File: config.mk
export PLATFORM = sky130hd
export DESIGN_NAME = alu_serial_ctrl_flat
export DESIGN_NICKNAME = d
export VERILOG_FILES = /design/src/rtl/alu_pkg.sv /design/src/rtl/alu_serial_ctrl_if.sv /design/src/rtl/alu_bit_slice.sv /design/src/rtl/alu_serial_ctrl.sv /design/src/flat_wrapper.sv
export SDC_FILE = /design/constraint.sdc
export NUM_CORES = 1
export LEC_CHECK = 0
export ABC_AREA = 1
export CELL_PAD_IN_SITES_DETAIL_PLACEMENT = 2
export CELL_PAD_IN_SITES_GLOBAL_PLACEMENT = 2
export CORE_UTILIZATION = 27
export CTS_CLUSTER_DIAMETER = 60
export CTS_CLUSTER_SIZE = 40
export DETAILED_ROUTE_END_ITERATION = 6
export PLACE_DENSITY_LB_ADDON = 0.1
export RECOVER_POWER = 25
export SLEW_MARGIN = 20
export SYNTH_ARGS = -nofsm -noshare
export SYNTH_HDL_FRONTEND = slang
export SYNTH_SLANG_ARGS = --single-unit
File: constraint.sdc
create_clock -name clk -period 1.9 [get_ports clk]
set_input_delay 0.19 -clock clk [delete_from_list [all_inputs] [get_ports clk]]
set_output_delay 0.19 -clock clk [all_outputs]
set_load 0.01 [all_outputs]
File: src/rtl/alu_pkg.sv
// rtl/alu_pkg.sv - shared constants, state enum and ctrl decode for the bit-serial ALU
package alu_pkg;

    localparam logic [3:0] CTRL_AND = 4'b0000;
    localparam logic [3:0] CTRL_OR  = 4'b0001;
    localparam logic [3:0] CTRL_ADD = 4'b0010;
    localparam logic [3:0] CTRL_SUB = 4'b0110;
    localparam logic [3:0] CTRL_SLT = 4'b0111;
    localparam logic [3:0] CTRL_NOR = 4'b1100;

    localparam logic [1:0] SLICE_AND  = 2'd0;
    localparam logic [1:0] SLICE_OR   = 2'd1;
    localparam logic [1:0] SLICE_ADD  = 2'd2;
    localparam logic [1:0] SLICE_LESS = 2'd3;

    typedef enum logic [1:0] {
        ST_IDLE,
        ST_RUN,
        ST_FIX,
        ST_DONE
    } state_t;

    typedef struct packed {
        logic       a_inv;
        logic       b_inv;
        logic [1:0] op;
    } slice_ctrl_t;

    function automatic logic ctrl_legal(input logic [3:0] c);
        return c inside {CTRL_AND, CTRL_OR, CTRL_ADD, CTRL_SUB, CTRL_SLT, CTRL_NOR};
    endfunction

    function automatic slice_ctrl_t decode_ctrl(input logic [3:0] c);
        slice_ctrl_t s;
        s = '{a_inv: 1'b0, b_inv: 1'b0, op: SLICE_AND};
        case (c)
            CTRL_OR:  s.op = SLICE_OR;
            CTRL_ADD: s.op = SLICE_ADD;
            CTRL_SUB, CTRL_SLT: begin
                s.b_inv = 1'b1;
                s.op    = SLICE_ADD;
            end
            CTRL_NOR: begin
                s.a_inv = 1'b1;
                s.b_inv = 1'b1;
            end
            default: ;
        endcase
        return s;
    endfunction

endpackage

File: src/rtl/alu_serial_ctrl_if.sv
// rtl/alu_serial_ctrl_if.sv - request/response handshake bundle of the bit-serial ALU
interface alu_serial_ctrl_if #(
    parameter int WIDTH = 32
);
    logic             in_valid;
    logic             in_ready;
    logic [WIDTH-1:0] src1_i;
    logic [WIDTH-1:0] src2_i;
    logic [3:0]       ctrl_i;
    logic             out_valid;
    logic             out_ready;
    logic [WIDTH-1:0] result_o;
    logic             zero_o;
    logic             cout_o;
    logic             overflow_o;
    logic             err_o;

    modport master (
        output in_valid, src1_i, src2_i, ctrl_i, out_ready,
        input  in_ready, out_valid, result_o, zero_o, cout_o, overflow_o, err_o
    );

    modport slave (
        input  in_valid, src1_i, src2_i, ctrl_i, out_ready,
        output in_ready, out_valid, result_o, zero_o, cout_o, overflow_o, err_o
    );
endinterface

File: src/rtl/alu_bit_slice.sv
// rtl/alu_bit_slice.sv - one-bit ALU slice with operand inversion, full adder and less input
module alu_bit_slice
    import alu_pkg::*;
(
    input  logic       a,
    input  logic       b,
    input  logic       less,
    input  logic       a_invert,
    input  logic       b_invert,
    input  logic       cin,
    input  logic [1:0] op,
    output logic       result,
    output logic       cout
);
    logic aa, bb, sum;

    assign aa   = a ^ a_invert;
    assign bb   = b ^ b_invert;
    assign sum  = aa ^ bb ^ cin;
    assign cout = (aa & bb) | (cin & (aa ^ bb));

    always_comb begin
        result = 1'b0;
        case (op)
            SLICE_AND:  result = aa & bb;
            SLICE_OR:   result = aa | bb;
            SLICE_ADD:  result = sum;
            SLICE_LESS: result = less;
            default:    result = 1'b0;
        endcase
    end
endmodule

File: src/rtl/alu_serial_ctrl.sv
// rtl/alu_serial_ctrl.sv - sequences one ALU slice LSB-first over WIDTH cycles with SLT fix-up and flags
module alu_serial_ctrl
    import alu_pkg::*;
#(
    parameter int WIDTH = 32
) (
    input  logic             clk,
    input  logic             rst_n,
    alu_serial_ctrl_if.slave bus
);
    localparam int            CW   = (WIDTH > 2) ? $clog2(WIDTH) : 1;
    localparam logic [CW-1:0] LAST = CW'(WIDTH - 1);

    state_t           state, state_nxt;
    logic [WIDTH-1:0] a_sh, b_sh, res;
    logic [3:0]       ctrl_q;
    logic [CW-1:0]    cnt;
    logic             carry, cout_q, ovf_q, set_q, err_q;
    slice_ctrl_t      sc;
    logic             slice_res, slice_cout, last_bit, msb_ovf;

    assign sc       = decode_ctrl(ctrl_q);
    assign last_bit = (cnt == LAST);
    assign msb_ovf  = carry ^ slice_cout;

    alu_bit_slice u_slice (
        .a        (a_sh[0]),
        .b        (b_sh[0]),
        .less     (1'b0),
        .a_invert (sc.a_inv),
        .b_invert (sc.b_inv),
        .cin      (carry),
        .op       (sc.op),
        .result   (slice_res),
        .cout     (slice_cout)
    );

    always_ff @(posedge clk or negedge rst_n) begin
        if (!rst_n) state <= ST_IDLE;
        else        state <= state_nxt;
    end

    // Illegal codes pass through FIX so the error response lands one edge after acceptance.
    always_comb begin
        state_nxt = state;
        case (state)
            ST_IDLE: if (bus.in_valid) state_nxt = ctrl_legal(bus.ctrl_i) ? ST_RUN : ST_FIX;
            ST_RUN:  if (last_bit) state_nxt = (ctrl_q == CTRL_SLT) ? ST_FIX : ST_DONE;
            ST_FIX:  state_nxt = ST_DONE;
            ST_DONE: if (bus.out_ready) state_nxt = ST_IDLE;
            default: state_nxt = ST_IDLE;
        endcase
    end

    always_ff @(posedge clk or negedge rst_n) begin
        if (!rst_n) begin
            a_sh   <= '0;
            b_sh   <= '0;
            res    <= '0;
            ctrl_q <= '0;
            cnt    <= '0;
            carry  <= 1'b0;
            cout_q <= 1'b0;
            ovf_q  <= 1'b0;
            set_q  <= 1'b0;
            err_q  <= 1'b0;
        end else begin
            case (state)
                ST_IDLE: if (bus.in_valid) begin
                    a_sh   <= bus.src1_i;
                    b_sh   <= bus.src2_i;
                    ctrl_q <= bus.ctrl_i;
                    cnt    <= '0;
                    carry  <= (bus.ctrl_i == CTRL_SUB) || (bus.ctrl_i == CTRL_SLT);
                    res    <= '0;
                    cout_q <= 1'b0;
                    ovf_q  <= 1'b0;
                    set_q  <= 1'b0;
                    err_q  <= !ctrl_legal(bus.ctrl_i);
                end
                ST_RUN: begin
                    a_sh  <= a_sh >> 1;
                    b_sh  <= b_sh >> 1;
                    res   <= {slice_res, res[WIDTH-1:1]};
                    carry <= slice_cout;
                    cnt   <= cnt + CW'(1);
                    if (last_bit) begin
                        set_q <= slice_res ^ msb_ovf;
                        if (ctrl_q inside {CTRL_ADD, CTRL_SUB, CTRL_SLT}) cout_q <= slice_cout;
                        if (ctrl_q inside {CTRL_ADD, CTRL_SUB})           ovf_q  <= msb_ovf;
                    end
                end
                ST_FIX: res <= {{(WIDTH-1){1'b0}}, set_q};
                default: ;
            endcase
        end
    end

    assign bus.in_ready   = (state == ST_IDLE);
    assign bus.out_valid  = (state == ST_DONE);
    assign bus.result_o   = res;
    assign bus.zero_o     = (state == ST_DONE) && (res == '0);
    assign bus.cout_o     = cout_q;
    assign bus.overflow_o = ovf_q;
    assign bus.err_o      = err_q;
endmodule

File: src/flat_wrapper.sv
// flat-port wrapper written by rule: the top's interface ports become plain ports
module alu_serial_ctrl_flat import alu_pkg::*;
#(
    parameter int WIDTH = 32
)
  (clk, rst_n, bus_in_valid, bus_src1_i, bus_src2_i, bus_ctrl_i, bus_out_ready, bus_in_ready, bus_out_valid, bus_result_o, bus_zero_o, bus_cout_o, bus_overflow_o, bus_err_o);
  alu_serial_ctrl_if #(.WIDTH(WIDTH)) bus_i ();
  input  logic clk;
  input  logic rst_n;
  input wire logic [$bits(bus_i.in_valid)-1:0] bus_in_valid;
  input wire logic [$bits(bus_i.src1_i)-1:0] bus_src1_i;
  input wire logic [$bits(bus_i.src2_i)-1:0] bus_src2_i;
  input wire logic [$bits(bus_i.ctrl_i)-1:0] bus_ctrl_i;
  input wire logic [$bits(bus_i.out_ready)-1:0] bus_out_ready;
  output wire logic [$bits(bus_i.in_ready)-1:0] bus_in_ready;
  output wire logic [$bits(bus_i.out_valid)-1:0] bus_out_valid;
  output wire logic [$bits(bus_i.result_o)-1:0] bus_result_o;
  output wire logic [$bits(bus_i.zero_o)-1:0] bus_zero_o;
  output wire logic [$bits(bus_i.cout_o)-1:0] bus_cout_o;
  output wire logic [$bits(bus_i.overflow_o)-1:0] bus_overflow_o;
  output wire logic [$bits(bus_i.err_o)-1:0] bus_err_o;
  assign bus_i.in_valid = bus_in_valid;
  assign bus_i.src1_i = bus_src1_i;
  assign bus_i.src2_i = bus_src2_i;
  assign bus_i.ctrl_i = bus_ctrl_i;
  assign bus_i.out_ready = bus_out_ready;
  assign bus_in_ready = bus_i.in_ready;
  assign bus_out_valid = bus_i.out_valid;
  assign bus_result_o = bus_i.result_o;
  assign bus_zero_o = bus_i.zero_o;
  assign bus_cout_o = bus_i.cout_o;
  assign bus_overflow_o = bus_i.overflow_o;
  assign bus_err_o = bus_i.err_o;
  alu_serial_ctrl #(.WIDTH(WIDTH)) u_core (.clk(clk), .rst_n(rst_n), .bus(bus_i));
endmodule
# Word level (Yosys, flattened, before mapping)
# Index checks and enable logic that the tools add are counted.
# Widths: inputs -> output; s select.
# classes
add_sub_neg,1
n_eq_ne,22
mux,29
bitwise,10
reduce_logical,21
# op_table
operator,count
$pmux 32 s2,2
$mux 32,3
$pmux 32 s3,1
$logic_not 32->1,1
$eq 4x3->1 const B,4
$mux 1,10
$pmux 5 s2,1
$eq 2x2->1 const B,4
$eq 4x1->1 const B,2
$eq 4x2->1 const B,2
$eq 4x4->1 const B,2
$mux 2,4
$pmux 1 s2,4
$pmux 2 s4,1
$reduce_and 4->1,2
$ne 2x1->1 const B,3
$reduce_and 2->1,3
$reduce_and 3->1,2
$reduce_bool 3->1,2
$reduce_bool 6->1,1
$reduce_or 3->1,2
$xor 1x1->1,6
$add 5x1->5 const B,1
$eq 5x5->1 const B,1
other kinds (13),19
# word_totals
regBits,112
input_bits,72
out_inout_bits,38
wordCells,94

# Depth between registers and ports, before layout
# logic_depth
depth_word,11
ltp_mapped,11
ltp_nobuf,11

# Hierarchy
# From an unflattened synthesis, not the netlist that was laid out.
# unflattened
cells_unflattened,659
hier_area_um2,5383.9
# by_module_without_submodules
module,instances,cells_per_inst,area_per_inst_um2,seq_area_each_um2
alu_serial_ctrl,1,640,5266.3,2802.7
alu_bit_slice,1,19,117.6,0.0

# Least setup slack after synthesis
# No wires, ideal clock.
# synth_timing
kind,flip-flop to flip-flop
startpoint,register u_core.ctrl_q[0]
endpoint,register u_core.res[31] (netlist: u_core.bus.result_o[31])
setup_time_ps,126
t_arrival_ps,1797
required_ps,1774
slack_ps,-22
stages_incl_launch_ff,11
path_buffers,0
synth_period_minus_slack_ps,1922
cell_sequence,dfrtp_1 -> inv_1 -> nand4_1 -> xor2_1 -> inv_1 -> fa_1 -> inv_1 -> o211ai_1 -> nand3_1 -> nand2_1 -> o21ai_0
# synth_via
elab_chain_len,8
elab_cells_between_ends,22
classes_between,8 x eq/ne; 5 x mux; 6 x bitwise; 3 x reduce/logical
# synth_lines
element,line_no,source
"start, declared",alu_serial_ctrl.sv:16,logic [3:0] ctrl_q;
"start signal, assigned",alu_serial_ctrl.sv:72,ctrl_q <= bus.ctrl_i;
$eq 4x4->1 or $eq 4x3->1 (tied branches),alu_pkg.sv:36,case (c)
$reduce_or 3->1 (no source line),n/a,
$mux 1,alu_pkg.sv:36,
$xor 1x1->1,alu_bit_slice.sv:18,assign bb = b ^ b_invert;
$xor 1x1->1 (2 in series),alu_bit_slice.sv:19,assign sum = aa ^ bb ^ cin;
$pmux 1 s4 *,alu_bit_slice.sv:24,case (op)
$pmux 32 s3 *,alu_serial_ctrl.sv:68,case (state)
"end signal, assigned",alu_serial_ctrl.sv:84,"res <= {slice_res, res[WIDTH-1:1]};"
"end signal, assigned",alu_serial_ctrl.sv:93,"ST_FIX: res <= {{(WIDTH-1){1'b0}}, set_q};"
"end, declared",alu_serial_ctrl.sv:15,"logic [WIDTH-1:0] a_sh, b_sh, res;"
# Every way passes the cells marked *; elsewhere a longest branch is shown, timed or not.
# A chain may end at the register's enable or synchronous reset.

# Worst setup path after layout
# layout_timing
startpoint,register u_core.ctrl_q[1]
endpoint,register u_core.set_q
# layout_via
elab_chain_len,11
elab_cells_between_ends,27
classes_between,8 x eq/ne; 6 x mux; 10 x bitwise; 3 x reduce/logical
# layout_lines
element,line_no,source
$eq 4x4->1 or $eq 4x3->1 (tied branches),alu_pkg.sv:36,
$reduce_or 3->1 (no source line),n/a,
$mux 1,alu_pkg.sv:36,
$xor 1x1->1,alu_bit_slice.sv:18,
$xor 1x1->1,"alu_bit_slice.sv:19, alu_bit_slice.sv:20",
$and 1x1->1,alu_bit_slice.sv:20,assign cout = (aa & bb) | (cin & (aa ^ bb));
$or 1x1->1,alu_bit_slice.sv:20,
$xor 1x1->1,alu_serial_ctrl.sv:24,assign msb_ovf = carry ^ slice_cout;
$xor 1x1->1 *,alu_serial_ctrl.sv:88,set_q <= slice_res ^ msb_ovf;
$mux 1 *,alu_serial_ctrl.sv:87,if (last_bit) begin
$pmux 1 s2 *,alu_serial_ctrl.sv:68,
"end signal, assigned",alu_serial_ctrl.sv:88,
"end, declared",alu_serial_ctrl.sv:18,"logic carry, cout_q, ovf_q, set_q, err_q;"
# Every way passes the cells marked *; elsewhere a longest branch is shown, timed or not. The select of a mux whose other input is x is not followed.

==> results_dict.tcl <==
set metrics [dict create \
    r2r_start "u_core.ctrl_q[1]" \
    syn_inst 635 \
    required_ns 2.14 \
    powerDensity_mw_per_mm2 1570 \
    row_count 51 \
    slew_headroom_pct 18.6 \
    syn_to_final_growth_pct 37.1 \
    yosysWarningCount 0 \
    path_common_cell "nand2_1" \
    crit_type "flip-flop to flip-flop" \
    cp_slowest_cell "fa_1" \
    antenna_cells 0 \
    switching_power_mw 4.85 \
    grt_max_degree 50 \
    regArea_mm2 0.00280 \
    hp-start "bus_src1_i[15]" \
    drv_cap 0 \
    outcome "complete, but fails checks" \
    tightest_slew_ns 1.22 \
    reg2reg_depth 10 \
    viasPerCell 4.72 \
    final_cells 1027 \
    dieWidth_um 143 \
    avgSynthCellArea_um2 8.43 \
    r2r-end "u_core.set_q" \
    syn-cell-area_mm2 0.00536 \
    nFillCells 2167 \
    dp_cells 999 \
    slowest_delay_ns 0.51 \
    htreeDepth 3 \
    period_needed_ns 2.09 \
    comb_power_share_pct 50.1 \
    ys_ff_latch 112 \
    drt_iter0_markers 188 \
    final_cell_area_mm2 0.00734 \
    worstPathCellList "buf_4, nand3b_1, nand2_1, xor2_1, fa_1, inv_1, o211ai_1, nand3_1, nand2_1, nand3_2" \
    drc_errors 0 \
    track_usage_pct 17.3 \
    skew_ns 0.00817 \
    first_global_vias 5423 \
    start_util_pct 27.5 \
    post-place-ws_ns -0.280 \
    seqPwrFrac_pct 32.4 \
    hp-class "input pin to flip-flop" \
    clk_pin_slew_ns 0.08 \
    grt_pass1_wl_mm 27.5 \
    die_height_um 143 \
    ys_types 30 \
    finalHoldViolations 0 \
    multi_input_area_mm2 0.00216 \
    ant_nets 0 \
    maxSlewViolCount 0 \
    hold_path_depth 3 \
    cts_root_buf "clkbuf_16" \
    violations "setup timing" \
    cp-end-kind "flip-flop" \
    cts_buffer_depth 2 \
    first_pass_iters 4 \
    reg2reg_slack_ns -0.19 \
    ios 110 \
    dieArea_mm2 0.0204 \
    num_vias 4852 \
    p_leak_nw 3.14 \
    overflow 0 \
    dpl_cell_area_mm2 0.00692 \
    core_area_mm2 0.0195 \
    path_buf_inv 2 \
    maxClockFrequency_mhz 480 \
    finalWeightedCongestion 0.786 \
    hold-path-endpoint "u_core.a_sh[15]" \
    vdd_drop_max_v 0.000765 \
    wl_per_cell_um 16.3 \
    p_int_mw 6.68 \
    wl_mm 16.8 \
    synth_nets 716 \
    pwr-share-clk_pct 17.5 \
    cp_max_fo 2 \
    layout-drive-gt1-share_pct 10.4 \
    clock-sinks 112 \
    swShare_pct 42.1 \
    tritoncts "yes" \
    setup_viol 3 \
    clk_latency_ns 0.36 \
    critPathLaunchType "flip-flop" \
    layout.nets 838 \
    dpl.hpwl_mm 11.6 \
    cts_made_buffers 9 \
    antenna_found_initial 0 \
    cp_data_arrival_time_ns 2.33 \
    finalCritPeriodShare_pct 110 \
    crit_family "simple AND/OR/NAND/NOR gates" \
    setup_ws_ns -0.185 \
    rsz0062_at_grt "yes" \
    ys_seq_area_share_pct 52.3 \
    port_buffers 109 \
]
## logic make-up (layout without fill, tap and decap cells)
kind of cell,Yosys count,after routing,share of synthesized area (%)
XOR/XNOR,4,4,0.654
buffers and inverters,96,223,8.67
adder cells (fa/ha/maj),9,9,2.24
AO/OA/AOI/OAI,119,119,13.5
flip-flops,112,112,52.3
AND/OR/NAND/NOR,295,295,22.6
## power by group through the flow
stage / Sequential (mW) / Clock (mW) / Combinational (mW)
floorplan: 3.65 / 0 / 3.70
global placement: 3.71 / 0 / 5.29
detailed placement: 3.77 / 0 / 5.58
CTS: 3.74 / 2.11 / 5.77
global route: 3.83 / 2.17 / 6.48
finish: 3.73 / 2.02 / 5.78
## per-stage QoR
step                      hold WS (ns)  util (%)  TNS (ns)  power [mW]
after floorplan                 -0.106         -         0        7.34
after global placement           0.108      35.6   -0.0513        9.00
after detailed placement         0.111      35.6    -0.753        9.35
after CTS                        0.269      37.6    -0.206        11.6
after global routing             0.396      37.7     -2.62        12.5
final                            0.390      37.7    -0.408        11.5
## area by class of cell
type,count,area share [%]
sequential,112,38.2
multi-input combinational,427,29.4
timing repair buffer,151,20.8
tap,265,4.52
clock buffer,11,3.44
inverter,56,2.93
clock inverter,5,0.733
## metal layers
layer	vias to the layer above	share of wire, %	GRT usage (%)
met5	-	0	0
met4	0	1.0	3.96
met3	14	3.1	3.62
met2	74	51	31.3
met1	2433	45	20.9
li1	2331	-	-
## worst min-delay path, cell delays in order
cell and delay, ns:
clkdlybuf4s50_1 0.39, nand2_1 0.06, a31oi_1 0.07
## synth_stat cells (all sizes together)
cell,number,share of area [%]
nand3b,1,0.14
a21oi,8,0.89
nand3,42,3.9
xor2,4,0.65
a21boi,1,0.14
o21ai,42,4.2
nor2,81,5.7
ha,8,1.9
inv,56,4.0
a22o,2,0.33
nor3,2,0.19
a31oi,63,7.5
buf,29,3.9
clkbuf,11,0.77
o211ai,3,0.42
nand4,10,1.2
nor4,2,0.23
nand2,157,11
fa,1,0.37
dfrtp,112,52
## how the worst max path moves through the flow
stage	endpoint	cells after the start	start
after floorplan	u_core.bus.result_o[31]	10	u_core.ctrl_q[0]
after global placement	u_core.bus.result_o[31]	10	u_core.ctrl_q[0]
after detailed placement	u_core.bus.result_o[31]	10	u_core.ctrl_q[1]
after CTS	u_core.set_q	10	u_core.ctrl_q[1]
after global routing	u_core.set_q	10	u_core.ctrl_q[0]
final	u_core.set_q	10	u_core.ctrl_q[1]
## registers in the layout (all words and copies together) (netlist names)
name,cells
u_core.bus.err_o,1
u_core.cnt,5
u_core.bus.overflow_o,1
u_core.state,2
u_core.ctrl_q,4
u_core.bus.result_o,32
u_core.carry,1
u_core.set_q,1
u_core.a_sh,32
u_core.b_sh,32
u_core.bus.cout_o,1
## layout by cell type (no fill, tap or decap), types with 2 or more instances in the layout
cell / synthesis / final
o211ai_1: 3 / 3
dfrtp_1: 112 / 112
inv_6: 0 / 2
o21ai_0: 38 / 36
o21ai_4: 1 / 2
o21ai_1: 2 / 4
nor2_1: 81 / 79
a21oi_2: 2 / 2
clkbuf_16: 0 / 9
inv_2: 2 / 5
inv_1: 53 / 50
nand4_1: 10 / 10
buf_12: 0 / 10
clkinv_2: 0 / 3
ha_4: 0 / 2
buf_4: 1 / 30
nand3_1: 42 / 41
nand2_1: 156 / 156
xor2_1: 4 / 4
clkdlybuf4s50_1: 0 / 106
ha_1: 8 / 5
clkbuf_8: 0 / 2
a22o_1: 2 / 2
a31oi_1: 62 / 62
a21oi_1: 6 / 6
buf_6: 10 / 2
## what timing repair did
action	in CTS	in global routing
hold buffers	1	0
endpoints found under the hold margin	18	0
buffers inserted	8	3
endpoints found under the setup margin	7	24
pin swaps	6	10
resized for setup	10	11
Note: power is estimated with default switching activity, not from simulation.
